### src/rtl/rom_arbiter.sv
// Two-port read arbiter in front of a shared synchronous ROM.
// Port 0 has priority; port 1 gets a forced grant after MAX_WAIT denials.
module rom_arbiter #(
  parameter int WORD_SIZE = 20,
  parameter int ADDR_SIZE = 16,
  parameter int MAX_WAIT  = 4
) (
  input  logic                 clk,
  input  logic                 reset,
  input  logic                 req0_i,
  input  logic [ADDR_SIZE-1:0] addr0_i,
  output logic                 gnt0_o,
  output logic                 rvalid0_o,
  output logic [WORD_SIZE-1:0] rdata0_o,
  input  logic                 req1_i,
  input  logic [ADDR_SIZE-1:0] addr1_i,
  output logic                 gnt1_o,
  output logic                 rvalid1_o,
  output logic [WORD_SIZE-1:0] rdata1_o,
  output logic [ADDR_SIZE-1:0] rom_addr_o,
  input  logic [WORD_SIZE-1:0] rom_value_i
);

  localparam logic [3:0] WAIT_MAX = 4'(MAX_WAIT);

  logic [3:0]           wait_cnt;
  logic                 wait_full;
  logic                 pick0;
  logic                 pick1;
  logic [ADDR_SIZE-1:0] last_addr;
  logic                 tag_valid;
  logic                 tag_port;

  assign wait_full = (wait_cnt == WAIT_MAX);

  // Port 1 wins only when port 0 is idle or port 1 has starved long enough.
  always_comb begin
    pick1 = req1_i && (!req0_i || wait_full);
    pick0 = req0_i && !pick1;
  end

  assign gnt0_o = pick0 && !reset;
  assign gnt1_o = pick1 && !reset;

  always_comb begin
    rom_addr_o = last_addr;
    if (gnt0_o)
      rom_addr_o = addr0_i;
    else if (gnt1_o)
      rom_addr_o = addr1_i;
  end

  always_ff @(posedge clk) begin
    if (reset) begin
      wait_cnt <= '0;
    end else if (!req1_i || gnt1_o) begin
      wait_cnt <= '0;
    end else if (!wait_full) begin
      wait_cnt <= wait_cnt + 4'd1;
    end
  end

  // Holding the last granted address keeps the ROM output quiet when idle.
  always_ff @(posedge clk) begin
    if (reset)
      last_addr <= '0;
    else if (gnt0_o || gnt1_o)
      last_addr <= rom_addr_o;
  end

  always_ff @(posedge clk) begin
    if (reset) begin
      tag_valid <= 1'b0;
      tag_port  <= 1'b0;
    end else begin
      tag_valid <= gnt0_o || gnt1_o;
      tag_port  <= gnt1_o;
    end
  end

  always_ff @(posedge clk) begin
    if (reset) begin
      rvalid0_o <= 1'b0;
      rvalid1_o <= 1'b0;
      rdata0_o  <= '0;
      rdata1_o  <= '0;
    end else begin
      rvalid0_o <= tag_valid && !tag_port;
      rvalid1_o <= tag_valid && tag_port;
      if (tag_valid && !tag_port)
        rdata0_o <= rom_value_i;
      if (tag_valid && tag_port)
        rdata1_o <= rom_value_i;
    end
  end

endmodule

### config.mk
export PLATFORM = sky130hd
export DESIGN_NAME = rom_arbiter
export DESIGN_NICKNAME = d
export VERILOG_FILES = /design/src/rtl/rom_arbiter.sv
export SDC_FILE = /design/constraint.sdc
export NUM_CORES = 1
export LEC_CHECK = 0
export CAP_MARGIN = 40
export CORE_ASPECT_RATIO = 1.4
export CORE_MARGIN = 1
export CORE_UTILIZATION = 39
export CTS_BUF_LIST = sky130_fd_sc_hd__clkbuf_8
export DETAILED_ROUTE_END_ITERATION = 10
export HOLD_SLACK_MARGIN = 0.08
export MAX_ROUTING_LAYER = met4
export PLACE_DENSITY = 0.74
export SLEW_MARGIN = 20
export SYNTH_ARGS = -nofsm -noshare
export SYNTH_HDL_FRONTEND = slang
export SYNTH_SLANG_ARGS = --single-unit
export TNS_END_PERCENT = 1
### constraint.sdc
create_clock -name clk -period 6 [get_ports clk]
set_input_delay 1.8 -clock clk [delete_from_list [all_inputs] [get_ports clk]]
set_output_delay 1.8 -clock clk [all_outputs]
set_load 0.01 [all_outputs]
# --- Word-level counts from Yosys, hierarchy flattened ---
# Cells that the tools add are included.
word_totals:
  wordCells: 27
  out_inout_bits: 60
  inputBits: 56
  regBits: 64
op_classes:
  mux: 2
  n_reduce_logical: 15
  addsub: 1
  eq_ne: 1
ops:
  columns: ["op", "n"]
  rows:
  - ["$mux W16", 2]
  - ["$logic_and A1 B1 Y1", 6]
  - ["$logic_not A1 Y1", 5]
  - ["$add A4 B1 Y4 const B", 1]
  - ["$eq A4 B3 Y1 const B", 1]
  - ["$logic_or A1 B1 Y1", 3]
  - ["$reduce_or A2 Y1", 1]

# --- Longest topological paths before layout ---
# Gate-level depths: netlist (run 1).
depth:
  ltp_word: 7
  depth_mapped: 6
  mapped_depth_nobuf: 5

# --- Worst setup path after synthesis (run 1) ---
# Ideal clock, no wire load.
synth_path:
  kind: "input to output"
  startpoint: "input reset"
  endpoint: "output rom_addr_o[0]"
  required_ps: 4200
  slack_ps: 1520
  cell_stages: 5
  n_path_buf: 2
  t_arrival_ps: 2680
  cell_sequence: "buf_2 -> o21bai_2 -> buf_2 -> a32oi_1 -> nand2_1"
synth_between:
  elab_chain_len: 4
  word_cells_on_any_way: 5
  classes_between: "mux (2); reduce/logical (3)"
synth_rtl:
  columns: ["item", "line_no", "rtl"]
  rows:
  - ["start: declaration", "9", "input logic reset,"]
  - ["$logic_not A1 Y1 (*)", "42, 43", null]
  - ["$logic_and A1 B1 Y1", "43", "assign gnt1_o = pick1 && !reset;"]
  - ["$mux W16", "49", "else if (gnt1_o)"]
  - ["$mux W16 (*)", "47", "if (gnt0_o)"]
  - ["end: declaration", "20", "output logic [ADDR_SIZE-1:0] rom_addr_o,"]
# Mark *: on every way between the ends. The rest lies on a longest branch, timed or not.

# --- Worst setup path in the final report (run 1) ---
layout_path:
  startpoint: "input req1_i"
  endpoint: "output rom_addr_o[13]"
layout_between:
  elab_chain_len: 5
  word_cells_on_any_way: 7
  classes_between: "mux (2); reduce/logical (5)"
layout_rtl:
  columns: ["item", "line_no", "rtl"]
  rows:
  - ["start: declaration", "15", "input logic req1_i,"]
  - ["$logic_and A1 B1 Y1 (*)", "38", "pick1 = req1_i && (!req0_i || wait_full);"]
  - ["$logic_not A1 Y1", "39", "pick0 = req0_i && !pick1;"]
  - ["$logic_and A1 B1 Y1", "39", null]
  - ["$logic_and A1 B1 Y1", "42", "assign gnt0_o = pick0 && !reset;"]
  - ["$mux W16 (*)", "47", null]
# Marked as above.

==> run summary, run 1 <==
Total CTS buffers: 9
Most common cell after layout, fill and taps aside: clkdlybuf4s50_1
Initial antenna violation count: 0
Nets@finish: 502
P_sw: 0.2323 mW
Worst Path Buf+Inv: 3
Port Buffers: 115
DR DRC count: 0
Post-synthesis cell area: 2744 um2
FF-to-FF Start: wait_cnt[0]
Diode count: 0
Synth cell types: 27
Internal Power: 0.6827 mW
RePlAce Congestion: 0.7242
Flop pwr share: 49.3%
Worst hold path class: reg -> reg
Dpl cell area: 3944 um2
Congestion Overflow GR: 0
Clk slew on worst S/H paths: 60 ps
DR WL/cell: 13.63 um
Vias/cell: 5.009
CORE AREA: 6700 um2
Pwr dens: 223.3 nW/um2
Top cell by count, worst path: clkdlybuf4s50_1
Clk sink count: 64
Post-synthesis register bit count: 64
Crit path max-delay cell type: clkdlybuf4s50_1
Chip height: 101.2 um
Hold buffers post-CTS: 0
Hold wc startpoint: rdata0_o[10]
Maximum VDD drop: 0.1241 mV
CP Data Required Time: 4200 ps
Startpoint Class: input pin
RSZ-0062 raised after global routing: no
Io pins: 116
Hold EP: rdata0_o[10]
Final min period: 5579 ps
Final Cell Area: 4098 um2
Starting Density: 40.95%
Max Buffers Root-to-Sink: 2
Max Transition Viols Final: 0
EDFF count, synth: 0
Commonest non-fill, non-tap cells in the layout: clkdlybuf4s50_1, nand2_1, dfxtp_1
Seq/Total Area, Yosys: 46.69%
Warnings from Yosys: 0
Worst Skew: 5.321 ps
Setup TNS Final: 0 ps
Detailed Routing Iterations Pass 1: 4
Delay-heaviest family, CP: buffers and inverters
Fmax: 0.1793 GHz
Resized Gates After CTS: 0
Main synth FF type: dfxtp_1
H-tree levels: 3
Status: completed
Max_cap viols: 0
Die W: 72.89 um
Logic pwr share: 17.7%
Final HPWL DP: 4937 um
DR vias: 2700
Leak: 1.591 nW
WS Path Type: in -> out
Vias in the first global route: 2526
Sw frac: 25.39%
Largest net degree at the start of global routing: 37
Hold depth: 2
Fraction of layout cells with a size suffix above 1: 9.172%
Critical path endpoint category: output pin
Post-Syn Instances: 336
First DRT Iteration DRCs: 150
Async set-reset flop share out of synthesis: 0%
GRT Util Overall: 21.09%
Worst reg2reg path depth: 6
Die area: 7380 um2
Pwr Total: 0.9150 mW
Final setup fails: 0
Slowest stage delay, CP: 600 ps
Root Buffer: clkbuf_8
Rel. slew slack: 47.31%
Post-CTS Setup Bufs: 0
Multi-input logic area: 1262 um2
Slew @ Worst Pin: 790.3 ps
Crit path cell chain: clkdlybuf4s50_1, nand4b_2, buf_4, a32oi_1, nand2_1, clkdlybuf4s50_1
Register Area: 1281 um2
Final Cycle Share: 92.98%
Post-Syn Nets: 394
Area delta synth->final: 49.34%
Clock share of power: 33.1%
Clock latency on the worst-skew pair: 330 ps
Fin. Hold Viols: 0
First-pass GRT wire length: 11660 um
FF-to-FF End: last_addr[13]
Post-DRT Antenna Nets: 0
WP data arrival: 3780 ps
R2R setup slack: 4310 ps
CTS tree: done
Worst-path fanout max: 10
Syn Area/Cell: 8.166 um2
FP Rows: 35
Drt total wl: 7347 um
Fillers: 631
[stage by stage]
stage | worst slack, ps | std cells | util (%) | hold WS (ps)
3_5_place_dp | 454.1 | 525 | 58.86 | 446.1
2_1_floorplan | 1520 | 336 | - | 453.4
3_3_place_gp | 506.8 | 524 | 58.69 | 442.3
5_1_grt | 330.5 | 539 | 61.16 | 472.6
6_report | 421.2 | 539 | 61.16 | 451.7
4_1_cts | 434.3 | 539 | 61.16 | 455.1
[metal layers]
metal	up-vias	global-route usage (%)	share of wire (%)	wire length (um)
met2	111	34.29	49	3622
met1	1219	25.54	44	3221
li1	1355	-	-	-
met4	0	8.597	1.9	138
met3	15	3.881	5.0	365
met5	-	-	0	0
[worst reg2reg max path, cell delays in order (launching register included)]
cell and delay [ps]:
dfxtp_1 340, inv_1 60, ha_1 250, nand4b_2 250, buf_4 260, a32oi_1 270, a211oi_1 120
[how the worst max path moves through the flow]
| stage | from | end | cells past startpoint |
|---|---|---|---|
| after global placement | req1_i | rom_addr_o[5] | 6 |
| after detailed placement | req1_i | rom_addr_o[5] | 6 |
| final | req1_i | rom_addr_o[13] | 6 |
| after floorplan | reset | rom_addr_o[0] | 5 |
| after global routing | req1_i | rom_addr_o[5] | 6 |
| after CTS | req1_i | rom_addr_o[5] | 6 |
[state kept, by name (all words and copies together), names as in the netlist]
name and flops:
last_addr 16, wait_cnt 4, rdata1_o 20, rvalid1_o 1, tag_port 1, rvalid0_o 1, rdata0_o 20, tag_valid 1
[synthesized netlist by cell type (all sizes together) (2+ instances only)]
library cell	instances	area [um2]
and2	2	12.51
nor3	4	20.02
buf	11	67.56
nor2	19	71.32
dfxtp	64	1281
a211o	16	151.4
ha	2	25.02
nand2b	2	20.02
nand2	98	367.9
nor2b	2	12.51
a21oi	42	210.2
inv	20	75.07
a211oi	16	155.1
a32oi	16	140.1
clkbuf	15	57.55
[cells by family (layout without fill, tap and decap cells)]
kind of cell,after synthesis,in the layout,share of synthesized area (%)
XOR/XNOR,1,1,0.3193
flip-flops,64,64,46.69
AO/OA/AOI/OAI,91,91,24.35
AND/OR/NAND/NOR,131,131,20.06
buffers and inverters,46,157,7.296
adder cells (fa/ha/maj),2,2,0.9118
multiplexers,1,1,0.3648
[power groups by stage]
| stage | clock (mW) | combinational [mW] | sequential [mW] |
|---|---|---|---|
| 6_report | 0.303 | 0.162 | 0.451 |
| 5_1_grt | 0.331 | 0.175 | 0.452 |
| 4_1_cts | 0.311 | 0.162 | 0.451 |
| 3_5_place_dp | 0 | 0.161 | 0.460 |
| 3_3_place_gp | 0 | 0.159 | 0.460 |
| 2_1_floorplan | 0 | 0.0650 | 0.464 |
[area by class of cell]
class / instances / share of cell area (%)
clock buffers: 10 / 3.359
clock inverters: 4 / 0.3969
inverters: 20 / 1.832
multi-input cells: 226 / 30.81
flip-flops and latches: 64 / 31.27
well taps: 92 / 2.809
repair buffers: 123 / 29.53
Power figures use the tool's default switching activity.
==> inputs of run 2 (changes only) <==
--- a/config.mk
+++ b/config.mk
@@ -10,6 +10,7 @@
 export CORE_MARGIN = 1
 export CORE_UTILIZATION = 39
 export CTS_BUF_LIST = sky130_fd_sc_hd__clkbuf_8
+export CTS_CLUSTER_SIZE = 30
 export DETAILED_ROUTE_END_ITERATION = 10
 export HOLD_SLACK_MARGIN = 0.08
 export MAX_ROUTING_LAYER = met4
==> constraint.sdc (replaced) <==
create_clock -name clk -period 6.81 [get_ports clk]
set_input_delay 2.043 -clock clk [delete_from_list [all_inputs] [get_ports clk]]
set_output_delay 2.043 -clock clk [all_outputs]
set_load 0.01 [all_outputs]
==> run 2 against run 1 <==
Core utilization rose by 0.75 points. Clock power rose by 19%. Clock skew rose by 1.5 ps. Hold slack improved by 0.95 ps. Largest power group unchanged.
==> run summary, run 2 (synthesis results as in run 1) <==
Critical path endpoint category: output pin
DR vias: 2707 (+0.26%)
FF-to-FF Start: wait_cnt[0]
First-pass GRT wire length: 12270 um (+5.2%)
Total CTS buffers: 9 (unchanged)
Worst Setup SP: req1_i
Most Crowded Layer GR: met2
Largest net degree at the start of global routing: 37 (unchanged)
Resized Gates After CTS: 0 (unchanged)
Max Buffers Root-to-Sink: 2 (unchanged)
Clk sink count: 64 (unchanged)
Post-DRT Antenna Nets: 0 (unchanged)
Worst Path Buf+Inv: 2 (-1)
Crit path max-delay cell type: clkdlybuf4s50_1
DR DRC count: 0 (unchanged)
Final setup fails: 0 (unchanged)
Congestion Overflow GR: 0 (unchanged)
Detailed Routing Iterations Pass 1: 4 (unchanged)
Rel. slew slack: 46.48% (-0.84 points)
Worst Slack Setup Final: 624.0 ps (+202.7 ps)
Worst-path fanout max: 17 (+7)
Non-Filler Instances: 539 (unchanged)
FP Rows: 35 (unchanged)
Biggest regs: rdata0_o (20), rdata1_o (20), last_addr (16)
Setup TNS Final: 0 ps (unchanged)
Slowest stage delay, CP: 600 ps (about the same)
Post-CTS Setup Bufs: 0 (unchanged)
Startpoint Class: input pin
CORE AREA: 6700 um2 (unchanged)
Fin. Hold Viols: 0 (unchanged)
Max_cap viols: 0 (unchanged)
Crit path cell chain: clkdlybuf4s50_1, nand4b_2, a32oi_1, nand2_1, clkdlybuf4s50_1
Worst hold path class: reg -> reg
Commonest non-fill, non-tap cells in the layout: clkdlybuf4s50_1, nand2_1, dfxtp_1
Final min period: 6186 ps
Pwr dens: 216.6 nW/um2 (-3.0%)
Die W: 72.89 um (unchanged)
CP Data Required Time: 4770 ps (+570 ps)
Dpl ws: 635.8 ps (+181.8 ps)
Hold buffers post-CTS: 0 (unchanged)
Leak: 1.600 nW (+0.57%)
Worst Skew: 6.846 ps (+1.526 ps)
CTS tree: done
WP data arrival: 4140 ps (+360 ps)
GRT Util Overall: 22.14% (+1.1 points)
Final Cycle Share: 90.84%
RSZ-0062 raised after global routing: no
Top cell by count, worst path: clkdlybuf4s50_1
First DRT Iteration DRCs: 163 (+8.7%)
Final HPWL DP: 5044 um (+2.2%)
Maximum VDD drop: 0.1149 mV (-7.4%)
Fraction of layout cells with a size suffix above 1: 9.843% (+0.67 points)
Cell depth of the worst setup path: 5 (-1)
Grt met3 use: 5.274% (+1.4 points)
Worst reg2reg path depth: 5 (-1)
Clock latency on the worst-skew pair: 340 ps (about the same)
Root Buffer: clkbuf_8
H-tree levels: 3 (unchanged)
Status: completed
Io pins: 116 (unchanged)
Most common cell after layout, fill and taps aside: clkdlybuf4s50_1
DR WL/cell: 13.71 um (+0.60%)
M2 GR Usage: 37.46% (+3.2 points)
GRT met1 Usage: 24.88% (-0.66 points)
Vias/cell: 5.022 (+0.26%)
RePlAce Congestion: 0.7581 (+4.7%)
Delay-heaviest family, CP: buffers and inverters
Initial antenna violation count: 0 (unchanged)
WS Path Type: in -> out
Die area: 7380 um2 (unchanged)
Pwr Total: 0.8985 mW (-1.8%)
Slew @ Worst Pin: 802.9 ps (+12.56 ps)
Vias in the first global route: 2703 (+7.0%)
Fmax: 0.1617 GHz
Drt total wl: 7391 um (+0.60%)
Max Transition Viols Final: 0 (unchanged)
Hold depth: 2 (unchanged)
Starting Density: 40.95% (unchanged)
Port Buffers: 115 (unchanged)
Placed Cells: 523 (-0.38%)
Clk slew on worst S/H paths: 70 ps (about the same)
Area delta synth->final: 51.16%
Hold wc startpoint: rdata1_o[7]
Diode count: 0 (unchanged)
Fillers: 628 (-0.48%)
Chip height: 101.2 um (unchanged)
Nets@finish: 500 (-0.40%)
-- run 2: routing by layer --
layer  part of all wire (%)  up-vias
met5                      0        -
met4                    1.6        0
met3                    5.6       10
met2                     51      106
met1                     41     1240
li1                       -     1351
-- run 2: worst min-delay path, stage by stage, from the launching register on --
cell	delay [ps]
dfxtp_1	310
nand2_1	50
a21oi_1	50
-- run 2: per-stage QoR --
| stage | cell area, um2 | util (%) | hold slack (ps) |
|---|---|---|---|
| 2_1_floorplan | 2744 | - | 453.4 |
| 3_3_place_gp | 3918 | 58.47 | 441.9 |
| 3_5_place_dp | 3929 | 58.64 | 445.6 |
| 4_1_cts | 4148 | 61.90 | 456.2 |
| 5_1_grt | 4148 | 61.90 | 474.3 |
| 6_report | 4148 | 61.90 | 452.7 |
-- run 2: path summary, 6_finish.rpt --
kind                          to  slack [ps]
hold / removal       rdata1_o[7]         450
hold reg to reg      rdata1_o[7]         450
setup / recovery  rom_addr_o[15]         620
setup reg to reg   last_addr[15]        5020
-- run 2: power by group --
part | internal (mW) | switching (mW)
Sequential | 0.389 | 0.00783
Combinational | 0.0781 | 0.0635
Clock | 0.206 | 0.153
-- run 2: final cells by class --
| cell class | instances | area, um2 | area share, % |
|---|---|---|---|
| well taps | 92 | 115.1 | 2.775 |
| clock buffers | 9 | 123.9 | 2.986 |
| clock inverters | 7 | 95.09 | 2.293 |
| multi-input cells | 226 | 1262 | 30.44 |
| repair buffers | 121 | 1195 | 28.81 |
| inverters | 20 | 75.07 | 1.810 |
| flip-flops and latches | 64 | 1281 | 30.89 |
